<file path="src/rtl/ising_sweep_ctrl.sv">
// Checkerboard sweep sequencer for an LxL Ising lattice held in registers; feeds one spin-update cell.
// Define ISING_MAG_EN to add mag_o, an incrementally maintained count of up spins.
module ising_sweep_ctrl #(
  parameter int L        = 8,
  parameter int CELL_LAT = 1,
  parameter int SW_W     = 16
) (
  input  logic                   clk_i,
  input  logic                   rst_i,
  input  logic                   start_i,
  input  logic [SW_W-1:0]        num_sweeps_i,
  input  logic                   ld_we_i,
  input  logic [2*$clog2(L)-1:0] ld_addr_i,
  input  logic                   ld_val_i,
  output logic                   rd_val_o,
  output logic                   spin_val_o,
  output logic                   left_o,
  output logic                   right_o,
  output logic                   top_o,
  output logic                   bottom_o,
  output logic                   cell_en_o,
  input  logic                   cell_result_i,
  output logic                   busy_o,
  output logic                   done_o,
  output logic [SW_W-1:0]        sweep_cnt_o
`ifdef ISING_MAG_EN
  ,
  output logic [2*$clog2(L):0]   mag_o
`endif
);
  localparam int LW  = $clog2(L);
  localparam int AW  = 2 * LW;
  localparam int N   = L * L;
  localparam int WCW = (CELL_LAT > 2) ? $clog2(CELL_LAT) : 1;
  // The last visited site is N-1 in phase 0 and N-2 in phase 1, so either ends the phase.
  localparam logic [AW-1:0]  PHASE_END = AW'(N - 2);
  localparam logic [WCW-1:0] WAIT_LAST = WCW'((CELL_LAT >= 2) ? CELL_LAT - 2 : 0);

  typedef enum logic [2:0] {
    S_IDLE, S_SEEK, S_ISSUE, S_WAIT, S_WRITE, S_DONE
  } state_t;

  state_t          state_q, state_d;
  logic [AW-1:0]   site_q, site_d;
  logic            phase_q, phase_d;
  logic [WCW-1:0]  wait_q, wait_d;
  logic [SW_W-1:0] sweep_q, sweep_d;
  logic [SW_W-1:0] num_q, num_d;
  logic [N-1:0]    lat_q;
  logic            rd_q;
  logic            spin_q, left_q, right_q, top_q, bottom_q;

  logic            lat_we;
  logic [AW-1:0]   lat_addr;
  logic            lat_wdata;
  logic            cap_nb;

  logic [LW-1:0]   x, y, xm, xp, ym, yp;
  logic [SW_W-1:0] sweep_inc;

  assign x         = site_q[LW-1:0];
  assign y         = site_q[AW-1:LW];
  assign xm        = x - LW'(1);
  assign xp        = x + LW'(1);
  assign ym        = y - LW'(1);
  assign yp        = y + LW'(1);
  assign sweep_inc = sweep_q + SW_W'(1);

  always_comb begin
    state_d   = state_q;
    site_d    = site_q;
    phase_d   = phase_q;
    wait_d    = wait_q;
    sweep_d   = sweep_q;
    num_d     = num_q;
    lat_we    = 1'b0;
    lat_addr  = site_q;
    lat_wdata = cell_result_i;
    cap_nb    = 1'b0;
    case (state_q)
      S_IDLE: begin
        // A load in the same cycle as start commits before the run reads the lattice.
        if (ld_we_i) begin
          lat_we    = 1'b1;
          lat_addr  = ld_addr_i;
          lat_wdata = ld_val_i;
        end
        if (start_i) begin
          sweep_d = '0;
          num_d   = num_sweeps_i;
          phase_d = 1'b0;
          site_d  = '0;
          state_d = (num_sweeps_i == '0) ? S_DONE : S_SEEK;
        end
      end
      S_SEEK: begin
        if ((site_q[0] ^ site_q[LW]) == phase_q) begin
          cap_nb  = 1'b1;
          wait_d  = '0;
          state_d = S_ISSUE;
        end else begin
          site_d = site_q + AW'(1);
        end
      end
      S_ISSUE: state_d = (CELL_LAT > 1) ? S_WAIT : S_WRITE;
      S_WAIT: begin
        if (wait_q == WAIT_LAST) state_d = S_WRITE;
        else                     wait_d  = wait_q + WCW'(1);
      end
      S_WRITE: begin
        lat_we  = 1'b1;
        state_d = S_SEEK;
        if (site_q >= PHASE_END) begin
          site_d = '0;
          if (!phase_q) begin
            phase_d = 1'b1;
          end else begin
            sweep_d = sweep_inc;
            phase_d = 1'b0;
            if (sweep_inc == num_q) state_d = S_DONE;
          end
        end else begin
          site_d = site_q + AW'(1);
        end
      end
      S_DONE:  state_d = S_IDLE;
      default: state_d = S_IDLE;
    endcase
  end

  always_ff @(posedge clk_i) begin
    if (rst_i) begin
      state_q  <= S_IDLE;
      site_q   <= '0;
      phase_q  <= 1'b0;
      wait_q   <= '0;
      sweep_q  <= '0;
      num_q    <= '0;
      lat_q    <= '0;
      rd_q     <= 1'b0;
      spin_q   <= 1'b0;
      left_q   <= 1'b0;
      right_q  <= 1'b0;
      top_q    <= 1'b0;
      bottom_q <= 1'b0;
    end else begin
      state_q <= state_d;
      site_q  <= site_d;
      phase_q <= phase_d;
      wait_q  <= wait_d;
      sweep_q <= sweep_d;
      num_q   <= num_d;
      rd_q    <= lat_q[ld_addr_i];
      if (lat_we) lat_q[lat_addr] <= lat_wdata;
      // Neighbours are snapshotted once per visit and stay frozen until the next visit.
      if (cap_nb) begin
        spin_q   <= lat_q[site_q];
        left_q   <= lat_q[{y, xm}];
        right_q  <= lat_q[{y, xp}];
        top_q    <= lat_q[{ym, x}];
        bottom_q <= lat_q[{yp, x}];
      end
    end
  end

`ifdef ISING_MAG_EN
  logic [AW:0] mag_q;

  always_ff @(posedge clk_i) begin
    if (rst_i) begin
      mag_q <= '0;
    end else if (lat_we && (lat_q[lat_addr] != lat_wdata)) begin
      mag_q <= lat_wdata ? (mag_q + (AW+1)'(1)) : (mag_q - (AW+1)'(1));
    end
  end

  assign mag_o = mag_q;
`endif

  assign rd_val_o    = rd_q;
  assign spin_val_o  = spin_q;
  assign left_o      = left_q;
  assign right_o     = right_q;
  assign top_o       = top_q;
  assign bottom_o    = bottom_q;
  assign cell_en_o   = (state_q == S_ISSUE) || (state_q == S_WAIT);
  assign busy_o      = (state_q != S_IDLE);
  assign done_o      = (state_q == S_DONE);
  assign sweep_cnt_o = sweep_q;

endmodule

</file>
<file path="config.mk">
export PLATFORM = sky130hd
export DESIGN_NAME = ising_sweep_ctrl
export DESIGN_NICKNAME = d
export VERILOG_FILES = /design/src/rtl/ising_sweep_ctrl.sv
export SDC_FILE = /design/constraint.sdc
export NUM_CORES = 1
export LEC_CHECK = 0
export ABC_AREA = 1
export CAP_MARGIN = 5
export CORE_ASPECT_RATIO = 1.1
export CORE_MARGIN = 2
export CORE_UTILIZATION = 39
export DETAILED_ROUTE_END_ITERATION = 16
export GPL_TIMING_DRIVEN = 0
export PLACE_DENSITY = 0.58
export SETUP_SLACK_MARGIN = 0.02
export SYNTH_ARGS = -nofsm -noshare
export SYNTH_HDL_FRONTEND = slang
export SYNTH_SLANG_ARGS = --single-unit
</file>
<file path="constraint.sdc">
create_clock -name clk_i -period 2.3 [get_ports clk_i]
set_clock_uncertainty 0.05 [all_clocks]
set_input_delay 0.345 -clock clk_i [delete_from_list [all_inputs] [get_ports clk_i]]
set_output_delay 0.345 -clock clk_i [all_outputs]
set_load 0.1 [all_outputs]
</file>
==> results by group <==
Die
  – I/O pin cnt: 53
  – Die Area: 21500 µm²
  – Die Width: 140 µm
  – Die Span Y: about 150 µm
  – Core area: 19900 µm²
  – Starting Density: 39.9%
  – FP Rows: 54

STA
  – WHS: 0.428 ns
  – Slew margin rel.: a little over a third
  – Sum Neg Setup Slack: 0 ns
  – Period minus WS final: 2.25 ns
  – Fin. Hold Viols: 0
  – RSZ-0062 raised after global routing: true
  – Fmax: roughly 450 MHz
  – Final slew viol count: 0
  – Worst-Margin Slew: 0.964 ns
  – Setup Viol. Count Final: 0
  – Period utilization: 97.6%

Synthesis
  – Post-synth cell types: 42
  – Synth Register Bits: 112
  – Syn_nets: 1349
  – Synth async-reset ratio: 0%
  – Syn. warnings: 0
  – Syn_area_per_cell: 6.04 µm²
  – EDFF count, synth: 0
  – Sequential-to-total area share from yosys stat: 28.2%
  – Synthesized area: 7940 µm²
  – Cells after synthesis: 1315
  – Top FF cell, synth: dfxtp_1

Worst setup path
  – Count of buffer and inverter cells on the critical path: 1
  – R2R setup slack: around 0.11 ns
  – Worst-path maximum fanout: 2
  – Worst r2r src: site_q[1]
  – Setup CP Type: reg2out
  – Critical Path RT: 1.90 ns
  – Crit-path leading delay family: buffers and inverters
  – Register-to-Register Path Depth: 11
  – Slowest cell delay on critical path: 1.13 ns
  – CP Cell Sequence: clkdlybuf4s50_1
  – CP Launch Type: register
  – RR Endpoint: left_o
  – Setup crit end kind: primary output
  – Worst Path Arrival: ~1.9 ns
  – Slowest cell on crit path: clkdlybuf4s50_1

Hold path
  – Hold path cells: 2
  – Hold Path End: num_q[3]
  – Hold WC Path Type: reg2reg
  – Worst Hold Launch: num_q[3]

Global routing
  – Vias in the first global route: between 8000 and 9000
  – Largest net degree at the start of global routing: 20
  – Global-route congestion overflow total: 0
  – First-pass GRT wire length: a little under 50000 µm
  – Tot GR Track Use: 29.1%
  – Initial antenna violation count: 0

Detailed routing
  – Via Count: between 9000 and 10000
  – Via/cell ratio: 5.65
  – Final WL: 31700 µm
  – Drt wl/cell: 19.1 µm
  – Post-route ant nets: 0
  – Iter 0 DRT Violations: 912
  – TritonRoute pass-1 iters: 11
  – # DRC: 3

Power
  – Final Power: just under 6 mW
  – Leakage: between 3 and 4 nW
  – Pwr Density: 602 nW/µm²
  – VDD IR max: 0.000430 V

Layout
  – Combined area of the multi-input logic cells: 5090 µm²
  – Fill cells: 2121
  – Commonest non-fill, non-tap cell in the layout: nand2_1
  – Post-Layout Inst Area: about 9600 µm²
  – Area Growth Syn to Fin: 20.6%
  – Diodes inserted: 0
  – Most frequent cells in the layout: nand2_1, nand3_1, nor2_1, dfxtp_1, o21ai_0
  – Seq. cell area: 2260 µm²
  – Final Util: 48.1%
  – NumNets Final: 1436
  – Layout cell share with drive strength beyond 1: 12.9%

Placement
  – DP HPWL: 24400 µm
  – GP Congestion: roughly 0.92
  – Cell area after placement: 8770 µm²
  – Buffers added on ports: 49

Clock network
  – Clk sinks: between 100 and 150
  – Clk root buf: clkbuf_16
  – Post-CTS Hold Buffers: 0
  – Max Buffers Root-to-Sink: 2
  – Clock buffers created by TritonCTS: 9
  – Worst skew pair latency: 0.38 ns
  – Clock transition at path regs: roughly 0.09 ns
  – Htree depth: 3
  – CTS tree: built

Run status
  – Failing checks: design-rule violations
  – Status: finished, violations left

Run
  – Max Cap Violations: 0
==> registers in the layout, summed over array words and instances, names as in the netlist, 3 cells and up <==
name and count:
num_q 16, site_q 6, sweep_cnt_o 16, state_q 3, lat_q 64
==> stage by stage <==
stage / setup slack (ns) / cells
6_report: 0.0541 / 1659
3_5_place_dp: -0.773 / 1616
5_1_grt: -0.0531 / 1659
4_1_cts: 0.00724 / 1638
2_1_floorplan: 0.0248 / 1315
3_3_place_gp: -0.784 / 1616
==> synthesized netlist by cell type (2+ instances only) <==
| cell type | n | area (µm²) |
|---|---|---|
| inv_1 | 95 | 357 |
| nand4_1 | 16 | 100 |
| clkinv_1 | 4 | 15.0 |
| o21ai_4 | 2 | 32.5 |
| buf_6 | 5 | 56.3 |
| nand3b_1 | 3 | 22.5 |
| nand2_1 | 345 | 1290 |
| nor2_4 | 3 | 33.8 |
| nor3_4 | 3 | 48.8 |
| a21oi_1 | 97 | 485 |
| nor2_1 | 107 | 402 |
| clkbuf_1 | 51 | 191 |
| or2_2 | 5 | 31.3 |
| ha_1 | 6 | 75.1 |
| dfxtp_1 | 112 | 2240 |
| buf_2 | 11 | 55.1 |
| nand2_2 | 6 | 37.5 |
| nor2_2 | 5 | 31.3 |
| nor3_2 | 2 | 20.0 |
| o21ai_2 | 5 | 43.8 |
| nand3_1 | 161 | 806 |
| buf_4 | 3 | 22.5 |
| o21ai_0 | 98 | 490 |
| buf_1 | 3 | 11.3 |
| o211ai_1 | 59 | 443 |
| xor2_1 | 3 | 26.3 |
| nor4_1 | 4 | 25.0 |
| inv_2 | 18 | 67.6 |
| o21ai_1 | 4 | 20.0 |
| xnor2_1 | 4 | 35.0 |
| nor3_1 | 64 | 320 |
==> final cells by class <==
class	instances	share of cell area, %
well taps	252	3.29
clock buffers	10	2.49
multi-input cells	1011	53.1
clock inverters	6	0.770
inverters	119	4.95
plain buffers	69	4.06
repair buffers	80	7.77
flip-flops and latches	112	23.6
==> metal layers <==
layer,track usage (%),routed length [µm],share of wire (%),vias to the layer above
li1,-,-,-,4592
met1,42.5,14700,46,4342
met2,44.3,14000,44,403
met3,4.64,2530,8.0,38
met4,7.89,518,1.6,0
met5,0,0,0,-
==> repair_timing <==
item,in CTS,in global routing
pin swaps,3,16
resized for setup,56,53
endpoints found under the setup margin,50,77
buffers inserted,7,24
==> worst max-delay path by stage <==
stage | start | end | slack, ns | cells past startpoint
global route | site_q[1] | left_o | -0.05 | 11
CTS | state_q[1] | lat_q[57] | 0.007 | 13
detailed placement | site_q[1] | left_o | -0.77 | 13
global placement | site_q[1] | left_o | -0.78 | 13
floorplan | site_q[1] | left_o | 0.02 | 15
finish | top_o | top_o | 0.05 | 1
==> power breakdown <==
part | switching (mW) | total, mW | internal, mW
combinational | 1.34 | 1.95 | 0.614
sequential | 0.0532 | 2.07 | 2.01
clock | 0.862 | 1.76 | 0.894
==> cells by family (layout without fill, tap and decap cells) <==
| logic type | after synthesis | count (layout) | synth area share (%) |
|---|---|---|---|
| AND/OR/NAND/NOR | 728 | 728 | 40.4 |
| XOR/XNOR | 8 | 8 | 1.06 |
| adder cells (fa/ha/maj) | 6 | 6 | 0.945 |
| AO/OA/AOI/OAI | 269 | 269 | 19.5 |
| buffers and inverters | 192 | 284 | 9.95 |
| flip-flops | 112 | 112 | 28.2 |
Note: power is estimated with default switching activity, not from simulation.
